**config.mk**
```make
export PLATFORM = sky130hd
export DESIGN_NAME = cgol_gen_engine
export DESIGN_NICKNAME = d
export VERILOG_FILES = /design/src/rtl/cgol_pkg.sv /design/src/rtl/cgol_board_buf.sv /design/src/rtl/cgol_gen_engine.sv
export SDC_FILE = /design/constraint.sdc
export NUM_CORES = 1
export LEC_CHECK = 0
export BUFFER_PORTS_ARGS = -buffer_cell sky130_fd_sc_hd__buf_2
export CAP_MARGIN = 0
export CELL_PAD_IN_SITES_DETAIL_PLACEMENT = 0
export CELL_PAD_IN_SITES_GLOBAL_PLACEMENT = 1
export CORE_ASPECT_RATIO = 0.9
export CORE_MARGIN = 1
export CORE_UTILIZATION = 41
export DETAILED_ROUTE_END_ITERATION = 8
export GPL_TIMING_DRIVEN = 1
export PLACE_DENSITY = 0.65
export SKIP_CTS_REPAIR_TIMING = 1
export SYNTH_ARGS = -nofsm -noshare
export SYNTH_HDL_FRONTEND = slang
export SYNTH_SLANG_ARGS = --single-unit
```
**constraint.sdc**
```tcl
create_clock -name ph1 -period 10.3 [get_ports ph1]
set_clock_uncertainty 0.15 [all_clocks]
set_input_delay 1.03 -clock ph1 [delete_from_list [all_inputs] [get_ports ph1]]
set_output_delay 1.03 -clock ph1 [all_outputs]
set_load 0.05 [all_outputs]
```
**src/rtl/cgol_pkg.sv**
```systemverilog
// Shared types for the Game-of-Life generation engine.
package cgol_pkg;

    localparam int ROWS = 8;

    typedef logic [7:0] row_t;
    typedef logic [2:0] raddr_t;

    typedef enum logic [1:0] {
        IDLE    = 2'd0,
        COMPUTE = 2'd1,
        SWAP    = 2'd2
    } gen_state_t;

    // Neighbour row indices; 3-bit arithmetic wraps naturally, edges are masked by the caller.
    function automatic raddr_t row_above(input raddr_t r);
        return r - 3'd1;
    endfunction

    function automatic raddr_t row_below(input raddr_t r);
        return r + 3'd1;
    endfunction

endpackage

```
**src/rtl/cgol_board_buf.sv**
```systemverilog
// Double-buffered 8x8 board: front bank feeds display and neighbour reads,
// back bank collects the next generation; swap flips the roles in one edge.
module cgol_board_buf
    import cgol_pkg::*;
(
    input  logic   clk,
    input  logic   rst,
    input  logic   we,
    input  logic   wfront,     // 1: write front bank (load), 0: write back bank (compute)
    input  raddr_t waddr,
    input  row_t   wdata,
    input  logic   swap,
    input  raddr_t raddr_a,
    input  raddr_t raddr_m,
    input  raddr_t raddr_b,
    input  raddr_t disp_addr,
    output row_t   rd_a,
    output row_t   rd_m,
    output row_t   rd_b,
    output row_t   disp_row
);

    row_t bank0 [ROWS];
    row_t bank1 [ROWS];
    logic sel;      // 0: bank0 is front, 1: bank1 is front
    logic wbank;

    assign wbank = wfront ? sel : ~sel;

    // Bank 0 storage, cleared on reset.
    always_ff @(posedge clk or posedge rst) begin
        if (rst) begin
            for (int i = 0; i < ROWS; i++) bank0[i] <= '0;
        end else if (we && !wbank) begin
            bank0[waddr] <= wdata;
        end
    end

    // Bank 1 storage, cleared on reset.
    always_ff @(posedge clk or posedge rst) begin
        if (rst) begin
            for (int i = 0; i < ROWS; i++) bank1[i] <= '0;
        end else if (we && wbank) begin
            bank1[waddr] <= wdata;
        end
    end

    // Front/back select; toggling it publishes the whole new board at once.
    always_ff @(posedge clk or posedge rst) begin
        if (rst)       sel <= 1'b0;
        else if (swap) sel <= ~sel;
    end

    assign rd_a     = sel ? bank1[raddr_a]   : bank0[raddr_a];
    assign rd_m     = sel ? bank1[raddr_m]   : bank0[raddr_m];
    assign rd_b     = sel ? bank1[raddr_b]   : bank0[raddr_b];
    assign disp_row = sel ? bank1[disp_addr] : bank0[disp_addr];

endmodule

```
**src/rtl/cgol_gen_engine.sv**
```systemverilog
// Game-of-Life generation sequencer: walks rows 0..7 through the external
// combinational decoder, fills the back buffer, then swaps.
// Build option: define CGOL_VWRAP_EN for a vertical torus (row 0 sees row 7
// above, row 7 sees row 0 below); otherwise the border above/below is dead.
module cgol_gen_engine
    import cgol_pkg::*;
#(
    parameter int GEN_PERIOD = 512,
    parameter int GEN_W      = 8
) (
    input  logic             ph1,
    input  logic             reset,
    input  logic             load_en,
    input  logic [2:0]       load_addr,
    input  logic [7:0]       load_row,
    input  logic             step,
    input  logic             run,
    output logic [7:0]       row_in,
    output logic [7:0]       row_a,
    output logic [7:0]       row_b,
    input  logic [7:0]       row_out,
    input  logic [2:0]       disp_addr,
    output logic [7:0]       disp_row,
    output logic             busy,
    output logic [GEN_W-1:0] gen_count
);

    localparam int            PW    = $clog2(GEN_PERIOD);
    localparam logic [PW-1:0] PLAST = PW'(GEN_PERIOD - 1);

    gen_state_t        state, state_nx;
    raddr_t            r;
    logic [PW-1:0]     pcnt;
    logic [GEN_W-1:0]  gcnt;
    logic              go;
    logic              in_idle, in_comp, in_swap;
    logic              top_ok, bot_ok;
    row_t              rd_a, rd_m, rd_b;

    assign in_idle = (state == IDLE);
    assign in_comp = (state == COMPUTE);
    assign in_swap = (state == SWAP);

    // A manual step and an expiring auto-period in the same cycle start a single generation.
    assign go = step || (run && (pcnt == PLAST));

    // State register.
    always_ff @(posedge ph1 or posedge reset) begin
        if (reset) state <= IDLE;
        else       state <= state_nx;
    end

    // Next-state: one pass over the rows, then a single swap cycle.
    always_comb begin
        state_nx = state;
        case (state)
            IDLE:    if (go) state_nx = COMPUTE;
            COMPUTE: if (r == 3'd7) state_nx = SWAP;
            SWAP:    state_nx = IDLE;
            default: state_nx = IDLE;
        endcase
    end

    // Row index advances only while computing; parked at 0 otherwise.
    always_ff @(posedge ph1 or posedge reset) begin
        if (reset)        r <= '0;
        else if (in_comp) r <= r + 3'd1;
        else              r <= '0;
    end

    // Auto-step period counter: counts idle cycles while run is held.
    always_ff @(posedge ph1 or posedge reset) begin
        if (reset)                     pcnt <= '0;
        else if (!run || (in_idle && go)) pcnt <= '0;
        else if (in_idle)              pcnt <= pcnt + PW'(1);
    end

    // Completed-generation counter, bumped as the swap lands.
    always_ff @(posedge ph1 or posedge reset) begin
        if (reset)        gcnt <= '0;
        else if (in_swap) gcnt <= gcnt + GEN_W'(1);
    end

    assign gen_count = gcnt;
    assign busy      = !in_idle;

`ifdef CGOL_VWRAP_EN
    assign top_ok = 1'b1;
    assign bot_ok = 1'b1;
`else
    assign top_ok = (r != 3'd0);
    assign bot_ok = (r != 3'd7);
`endif

    cgol_board_buf u_buf (
        .clk       (ph1),
        .rst       (reset),
        .we        ((in_idle && load_en) || in_comp),
        .wfront    (in_idle),
        .waddr     (in_comp ? r : load_addr),
        .wdata     (in_comp ? row_out : load_row),
        .swap      (in_swap),
        .raddr_a   (row_above(r)),
        .raddr_m   (r),
        .raddr_b   (row_below(r)),
        .disp_addr (disp_addr),
        .rd_a      (rd_a),
        .rd_m      (rd_m),
        .rd_b      (rd_b),
        .disp_row  (disp_row)
    );

    // Decoder-facing rows are driven only during COMPUTE, with edge rows masked.
    always_comb begin
        row_in = '0;
        row_a  = '0;
        row_b  = '0;
        if (in_comp) begin
            row_in = rd_m;
            if (top_ok) row_a = rd_a;
            if (bot_ok) row_b = rd_b;
        end
    end

endmodule
```
### Word level (Yosys, flattened, before mapping)

Index checks and enable logic that the tools add are counted.

| storage, ports and cells | value |
|---|---|
| memory bits (writable) | 0 |
| logic and storage cells | 106 |
| register bits after elaboration | 151 |
| memories kept | 0 |
| input bits | 27 |
| memory bits (read-only) | 0 |
| output and inout port bits | 41 |
| bits in latches | 0 |

| cells by class | value |
|---|---|
| add/sub/neg operators | 4 |
| equal/unequal tests | 7 |
| shift-type cells | 0 |
| mux-type cells | 46 |
| reductions and logical operators | 16 |
| bitwise operators | 6 |
| div/mod/pow operators | 0 |
| $lt $le $gt $ge | 6 |
| multiply operators | 0 |

Operators with widths:

| kind | number |
|---|---|
| $mux 8 | 27 |
| $bmux 8 s3 | 8 |
| $bwmux 64 | 2 |
| $demux 8 s3 | 1 |
| $ge 4x4->1 const B | 5 |
| $not 3->4 | 5 |
| $mux 9 | 2 |
| $add 9x1->9 const B | 1 |
| $eq 9x9->1 const B | 1 |
| $add 8x1->8 const B | 1 |
| $logic_and 1x1->1 | 6 |
| $mux 3 | 2 |
| $lt 4x1->1 const B | 1 |
| $mux 2 | 2 |
| $pmux 2 s2 | 1 |
| $add 3x1->3 const B | 1 |
| $eq 3x3->1 const B | 1 |
| $logic_not 1->1 | 3 |
| $logic_or 1x1->1 | 3 |
| $ne 3x3->1 const B | 1 |
| $reduce_bool 3->1 | 1 |
| $sub 3x1->3 const B | 1 |
| $eq 2x1->1 const B | 1 |
| $eq 2x2->1 const B | 1 |
| 7 further kinds | 7 |

### Depth between registers and ports, before layout

Gate-level depths: netlist (run 1).

| logic depth | value |
|---|---|
| depth after elaboration | 8 |
| depth in mapped cells | 11 |
| depth with buffers taken out | 7 |

### Cells and area by module

From an unflattened synthesis (run 1), not the netlist that was laid out.

| unflattened totals | value |
|---|---|
| cells, all modules | 850 |
| area total of the unflattened synthesis | 10368.7 um2 |

Modules (own cells, without submodules):

| module | cells an instance | area an instance (um2) | times used | sequential area each (um2) |
|---|---|---|---|---|
| cgol_board_buf | 687 | 9011.1 | 1 | 3228.1 |
| cgol_gen_engine | 163 | 1357.6 | 1 | 550.5 |

### Worst setup path before layout (run 1)

OpenSTA, ideal clock, no wires.

| timing path | value |
|---|---|
| path kind | register -> output |
| start point | reg r[1] |
| end point | out row_a[5] |
| stages on the path, launching flop included | 10 |
| slack | 5.723 ns |
| path buffers | 3 |
| data arrival time | 3.397 ns |
| data required time | 9.120 ns |
| cells stage by stage | dfrtp_1 clkbuf_1 clkbuf_1 inv_1 ha_1 xnor2_1 clkbuf_1 mux4_2 nand3b_1 a311oi_1 |

| on the way | value |
|---|---|
| word-level cells in the longest chain between the ends | 8 |
| elaborated cells between the ends (all ways) | 12 |
| those cells by class | 1 x add/sub; 9 x mux; 1 x bitwise; 1 x reduce/logical |

Ends and longest elaborated chain:

| element | line | RTL |
|---|---|---|
| start: declaration | cgol_gen_engine.sv:32 | `raddr_t r;` |
| start signal: assignment | cgol_gen_engine.sv:67 | `else if (in_comp) r <= r + 3'd1;` |
| $sub 3x1->3 | cgol_pkg.sv:17 | `return r - 3'd1;` |
| $not 3->4 (implied by the code) | cgol_board_buf.sv:54 | `assign rd_a = sel ? bank1[raddr_a] : bank0[raddr_a];` |
| $bmux 8 s3 | cgol_board_buf.sv:54 |  |
| $mux 8 (implied by the code) (2 in series) | cgol_board_buf.sv:54 |  |
| $mux 8 | cgol_board_buf.sv:54 |  |
| $mux 8 (*) | cgol_gen_engine.sv:120 | `if (top_ok) row_a = rd_a;` |
| $mux 8 (*) | cgol_gen_engine.sv:118 | `if (in_comp) begin` |
| end: declaration | cgol_gen_engine.sv:19 | `output logic [7:0] row_a,` |

Mark *: on every way between the ends. The rest lies on a longest branch, timed or not. The select of a mux whose other input is x is not followed.

### Worst setup path after layout (run 1)

| timing path | value |
|---|---|
| start point | reg r[0] |
| end point | out row_a[5] |

The elaborated chain is that of the path after synthesis.

==> qor.yml, run 1 <==
placed_design:
  detailed_place_hpwl_um: 20100
  port_buffers: 67
  gpl.final_weighted_congestion: 0.881
  dpl_cell_area_um2: 10700
worst_setup_path:
  cp_cell_sequence: "inv_1 > ha_1 > xor2_2 > buf_4 > mux4_2 > a22oi_1 > a311oi_1 > buf_2"
  cp_data_required_time_ps: 9120
  timing.critical_path.slowest_cell_delay_ps: 680
  crit_path_top_delay_cell: "sky130_fd_sc_hd__xor2_2"
  cp_top_family: "buffers and inverters"
  critPathKind: "flip-flop to primary output"
  cp_data_arrival_time_ps: 4020
  worst-r2r-cell-count: 6
  cp_num_buf_inv: 3
  worstReg2RegStart: "r[0]"
  destination_of_the_worst_register_to_register_timing_path: "u_buf.bank0[52]"
  ff2ff_setup_slack_ps: 6840
  crit_path_end_kind: "primary output"
  worst-path-max-fanout: 28
  setup.worst_path.start_class: "flip-flop"
synthesis:
  share_of_the_synthesized_netlist_area_taken_by_xor_and_xnor_gates_pct: 1.38
  synth-edff-count: 0
  post_synth_instance_area_um2: 10100
  synth.avg_cell_area_um2: 13.5
  synthArstFlopShare_pct: 100
  synthDistinctLibCells: 44
  combinational_family_with_the_most_area_after_synthesis: "multiplexers"
  share_of_the_synthesized_area_in_the_top_cell_type_pct: 37.2
  muxShareOfSynthArea_pct: 46.5
  area_fraction_in_compound_gates_after_synthesis_pct: 2.74
  synthFlopType: "sky130_fd_sc_hd__dfrtp_1"
  mapped_cells: 753
  number_of_synthesized_register_bits: 151
  synth-warning-count: 0
  dominant_cell_type_by_area_after_synthesis: "sky130_fd_sc_hd__dfrtp_1"
  post_synth_fa_ha_maj_area_fraction_pct: 0.863
  yosys.area_share.simple_pct: 8.38
  ys_top_cells_by_area: "sky130_fd_sc_hd__dfrtp_1 (37%), sky130_fd_sc_hd__mux4_2 (29%), sky130_fd_sc_hd__mux2_2 (13%)"
  synth_top_cells_by_count: "sky130_fd_sc_hd__dfrtp_1 (151), sky130_fd_sc_hd__mux4_2 (130), sky130_fd_sc_hd__mux2_2 (121), sky130_fd_sc_hd__nand2_1 (91), sky130_fd_sc_hd__mux2i_1 (34)"
  mappedNetlistNets: 787
  synth_most_common_cell: "sky130_fd_sc_hd__dfrtp_1"
  yosysSeqAreaShare_pct: 37.2
global_routing:
  globalRouteMet3Util_pct: 5.02
  first_global_vias: 7472
  grt_max_degree: 80
  grt_use_met2_pct: 42.1
  gr_overflow_total: 0
  top_usage_layer: "met2"
  grt_use_total_pct: 25.4
  grt_pass1_wl_um: 47000
  grt_antenna_before_repair: 0
  globalRouteMet1Util_pct: 33.4
timing:
  achievable-frequency_mhz: 192
  slew_headroom_pct: 22.3
  max_transition_viols_final: 0
  finalSetupTns_ps: 0
  final_number_of_setup_violating_endpoints: 0
  hold_violations: 0
  transition_time_at_the_pin_with_the_least_slew_margin_ps: 1160
  rsz_0062_raised_after_global_routing: "false"
  timing.final.crit_period_ps: 5200
  part_of_the_cycle_the_worst_path_needs_pct: 50.5
clock_network:
  tritoncts_clock_tree: "built"
  cts-root-to-sink-buffers: 2
  cts_root_buf: "sky130_fd_sc_hd__clkbuf_16"
  clock_transition_at_the_registers_of_the_reported_paths_ps: 60
  cts-htree-levels: 4
  insertion_delay_ps: 430
  cts_made_buffers: 17
  cts_num_sinks: 151
hold_path:
  min_delay_worst_endpoint: "gen_count[7]"
  min-delay-start: "gen_count[7]"
  min_delay_path_depth: 1
  worst_hold_path_type: "flip-flop to flip-flop"
die:
  die-area_um2: 25400
  core_region_area_um2: 24300
  num_io_pins: 68
  row_count: 54
  die_width_um: 168
  initial_core_util_pct: 41.8
  die_h_um: 151
cells_and_area:
  antennaDiodeCount: 0
  syn2layout_area_growth_pct: 11.8
  final_nets: 824
  nFillCells: 2123
  area.sequential_um2: 3780
  multi_input_comb_area_um2: 6090
  final_cell_area_um2: 11300
  drive_above_1_share_pct: 46.8
routing:
  via_count: 7269
  initialDrtViolationCount: 771
  drcViolationCount: 0
  drt_pre_antenna_iters: 5
  detail_route.wl_per_cell_um: 27.6
  wirelength_um: 30600
  postRouteAntennaNets: 0
  via_per_inst: 6.54
outcome:
  outcome: "finished, final reports clean"
run:
  max-cap-violations: 0
-- layout by cell type, fill, tap and decap left out, drive strengths merged, types with 4 or more instances in the layout --
| cell type | instances |
|---|---|
| o22ai | 18 |
| buf | 81 |
| inv | 8 |
| nor2 | 17 |
| nand4 | 10 |
| o21ai | 4 |
| xnor2 | 10 |
| nand2b | 7 |
| nor3 | 4 |
| nand4bb | 4 |
| mux2 | 129 |
| dfrtp | 151 |
| clkbuf | 19 |
| ha | 7 |
| mux2i | 34 |
| a21oi | 7 |
| mux4 | 130 |
| nor2b | 7 |
| nand3 | 17 |
| clkinv | 5 |
| nand2 | 94 |
| nand3b | 4 |
| xor2 | 6 |
-- metal layers --
layer / wire length [µm] / vias to the layer above
li1: - / 3020
met1: 12700 / 3852
met2: 15000 / 351
met3: 2080 / 46
met4: 795 / 0
met5: 0 / -
-- kinds of logic (layout without fill, tap and decap cells) --
| kind of cell | count (synthesis) | after routing |
|---|---|---|
| AO/OA/AOI/OAI | 41 | 41 |
| multiplexers | 293 | 293 |
| flip-flops | 151 | 151 |
| XOR/XNOR | 16 | 16 |
| buffers and inverters | 68 | 118 |
| adder cells (fa/ha/maj) | 7 | 7 |
| AND/OR/NAND/NOR | 177 | 177 |
-- area by class of cell --
cell class / instances / area share [%]
Timing Repair Buffer: 81 / 3.88
Clock buffer: 19 / 3.91
Clock inverter: 13 / 1.51
Sequential cell: 151 / 33.4
Multi-Input combinational cell: 534 / 53.7
Tap cell: 308 / 3.40
Inverter: 5 / 0.210
-- stage by stage --
step,worst slack (ps),instances,hold WS (ps),util (%)
after global routing,4770,1111,357,46.8
after global placement,5600,1079,306,44.2
after detailed placement,5460,1079,309,44.2
after CTS,5010,1111,323,46.8
final,5100,1111,321,46.8
after floorplan,5060,753,334,-
-- worst reg2reg max path, cell delays in order (launching register included) --
cell	delay [ps]
sky130_fd_sc_hd__dfrtp_4	720
sky130_fd_sc_hd__buf_4	780
sky130_fd_sc_hd__nand3_1	190
sky130_fd_sc_hd__a21oi_1	340
sky130_fd_sc_hd__nor2b_1	540
sky130_fd_sc_hd__buf_4	280
sky130_fd_sc_hd__mux2_2	350
-- how the worst max path moves through the flow --
stage,slack [ps],to,cells past startpoint,start
after floorplan,5060,gen_count[0],1,reset
after global placement,5600,row_a[5],7,r[0]
after detailed placement,5460,row_a[2],7,r[0]
after CTS,5010,row_a[2],7,r[0]
after global routing,4770,row_a[2],7,r[0]
final,5100,row_a[5],8,r[0]
-- registers in the layout (all words and copies together) (netlist names) --
signal	cells
u_buf.bank1	64
pcnt	9
u_buf.sel	1
u_buf.bank0	64
r	3
gen_count	8
state	2
Power of run 1 is left out: the tool's default activity adds up to more than one toggle a clock period on the data nets, which glitch-free logic cannot reach.
==> run 2: changes to the inputs <==
--- a/config.mk
+++ b/config.mk
@@ -14,7 +14,7 @@
 export CORE_UTILIZATION = 41
 export DETAILED_ROUTE_END_ITERATION = 8
 export GPL_TIMING_DRIVEN = 1
-export PLACE_DENSITY = 0.65
+export PLACE_DENSITY = 0.68
 export SKIP_CTS_REPAIR_TIMING = 1
 export SYNTH_ARGS = -nofsm -noshare
 export SYNTH_HDL_FRONTEND = slang
==> constraint.sdc (replaced) <==
create_clock -name ph1 -period 4.2 [get_ports ph1]
set_clock_uncertainty 0.15 [all_clocks]
set_input_delay 0.42 -clock ph1 [delete_from_list [all_inputs] [get_ports ph1]]
set_output_delay 0.42 -clock ph1 [all_outputs]
set_load 0.05 [all_outputs]
==> run 2 against run 1 <==
Net effect: the run now ends with negative hold slack left; global-route usage increased by 0.29 points; utilization increased by 0.37 points; sequential share of layout area decreased by 0.26 points; setup slack got worse by 4900 ps; flip-flop and latch count unchanged; wire length decreased by 0.20%; die area unchanged; register-to-register slack got worse by 5800 ps.
==> qor.yml, run 2 (same netlist as run 1, synthesis figures left out) <==
outcome:
  outcome: "finished with violations"
  violated_checks: "negative hold slack"
routing:
  drcViolationCount: 0
  initialDrtViolationCount: 749
  postRouteAntennaNets: 0
  detail_route.wl_per_cell_um: 27.4
  via_per_inst: 6.56
  drt_pre_antenna_iters: 5
  wirelength_um: 30600
  via_count: 7321
die:
  die-area_um2: 25400
  num_io_pins: 68
  die_h_um: 151
  initial_core_util_pct: 41.8
  core_region_area_um2: 24300
  row_count: 54
  die_width_um: 168
cells_and_area:
  final_nets: 830
  drive_above_1_share_pct: 47.0
  mostFrequentLayoutCells: "sky130_fd_sc_hd__dfrtp_1 (149), sky130_fd_sc_hd__mux4_2 (130), sky130_fd_sc_hd__mux2_2 (121), sky130_fd_sc_hd__nand2_1 (91), sky130_fd_sc_hd__buf_2 (67)"
  area.sequential_um2: 3780
  biggest_registers_after_layout: "u_buf.bank0 x64, u_buf.bank1 x64, pcnt x9"
  antennaDiodeCount: 0
  syn2layout_area_growth_pct: 12.6
  nFillCells: 2142
  finalCoreUtilization_pct: 47.1
  finalNonFillerCells: 1116
  layout.cells.most_common: "sky130_fd_sc_hd__dfrtp_1"
  multi_input_comb_area_um2: 6110
run:
  max-cap-violations: 0
global_routing:
  grt_pass1_wl_um: 47400
  grt_use_total_pct: 25.7
  first_global_vias: 7519
  gr_overflow_total: 0
  grt_max_degree: 106
  grt_antenna_before_repair: 0
clock_network:
  clock_transition_at_the_registers_of_the_reported_paths_ps: 60
  tritoncts_clock_tree: "built"
  cts_made_buffers: 17
  cts_root_buf: "sky130_fd_sc_hd__clkbuf_16"
  cts_num_sinks: 151
  insertion_delay_ps: 440
  cts-htree-levels: 4
  cts-root-to-sink-buffers: 2
timing:
  finalHoldWorstSlack_ps: -22.9
  transition_time_at_the_pin_with_the_least_slew_margin_ps: 1170
  slew_headroom_pct: 22.0
  rsz_0062_raised_after_global_routing: "false"
  part_of_the_cycle_the_worst_path_needs_pct: 95.0
  final_number_of_setup_violating_endpoints: 0
  timing.final.crit_period_ps: 3990
  hold_violations: 9
  achievable-frequency_mhz: 251
  finalSetupTns_ps: 0
  max_transition_viols_final: 0
placed_design:
  numPlacedInstances: 1085
  gpl.final_weighted_congestion: 0.875
  port_buffers: 67
  detailed_place_hpwl_um: 20300
worst_setup_path:
  cp_data_required_time_ps: 3630
  crit_path_end_kind: "primary output"
  worst-path-max-fanout: 9
  setup.worst_path.start_class: "flip-flop"
  critPathKind: "flip-flop to primary output"
  cp_data_arrival_time_ps: 3420
hold_path:
  worst_hold_path_type: "input port to asynchronous set/reset pin"
==> run 2: cell count changes in the layout (fill, tap and decap cells not counted), moves of 3 or more <==
cell | previous run | this run
sky130_fd_sc_hd__clkinvlp_4 | 2 | 5
sky130_fd_sc_hd__inv_6 | 4 | 1
sky130_fd_sc_hd__clkinv_4 | 4 | 1
sky130_fd_sc_hd__buf_4 | 14 | 17
sky130_fd_sc_hd__buf_12 | 0 | 3
==> run 2: area by class of cell <==
cell class,instances,area share [%]
multi-input cells,534,53.4
clock inverters,12,1.55
flip-flops and latches,151,33.1
clock buffers,19,3.79
repair buffers,87,4.58
inverters,5,0.197
well taps,308,3.37
==> run 2: per-stage QoR <==
step | worst slack (ps) | instance area [µm²]
after global routing | 17.4 | 11400
final | 208 | 11400
after detailed placement | 695 | 10800
after global placement | 730 | 10800
after CTS | 222 | 11400
after floorplan | 233 | 10200
==> run 2: worst max-delay path, stage by stage (launching register included) <==
cell and delay, ps:
sky130_fd_sc_hd__dfrtp_4 490, sky130_fd_sc_hd__inv_1 280, sky130_fd_sc_hd__ha_1 370, sky130_fd_sc_hd__xor2_2 510, sky130_fd_sc_hd__buf_4 310, sky130_fd_sc_hd__mux4_2 210, sky130_fd_sc_hd__a22oi_1 70, sky130_fd_sc_hd__a311oi_1 400
sky130_fd_sc_hd__buf_2 340
==> run 2: final timing paths <==
| check | from | to | slack [ps] | cells after the start |
|---|---|---|---|---|
| max | r[0] | row_a[5] | 210 | 8 |
| min | reset | u_buf.bank0[22] | -20 | 3 |
| max reg2reg | state[1] | u_buf.bank0[48] | 1010 | 5 |
| min reg2reg | gen_count[7] | gen_count[7] | 330 | 1 |
| max in group asynchronous | reset | r[0] | 3410 | 3 |
| min in group ph1 | run | pcnt[8] | 140 | 3 |
==> run 2: routing by layer <==
layer | wire length, µm | vias up | GRT usage (%)
met5 | 0 | - | 0
met4 | 989 | 0 | 10.2
met3 | 2640 | 65 | 6.92
met2 | 14700 | 392 | 41.5
met1 | 12200 | 3827 | 33.2
li1 | - | 3037 | -
Power of run 2 is left out for the same reason.
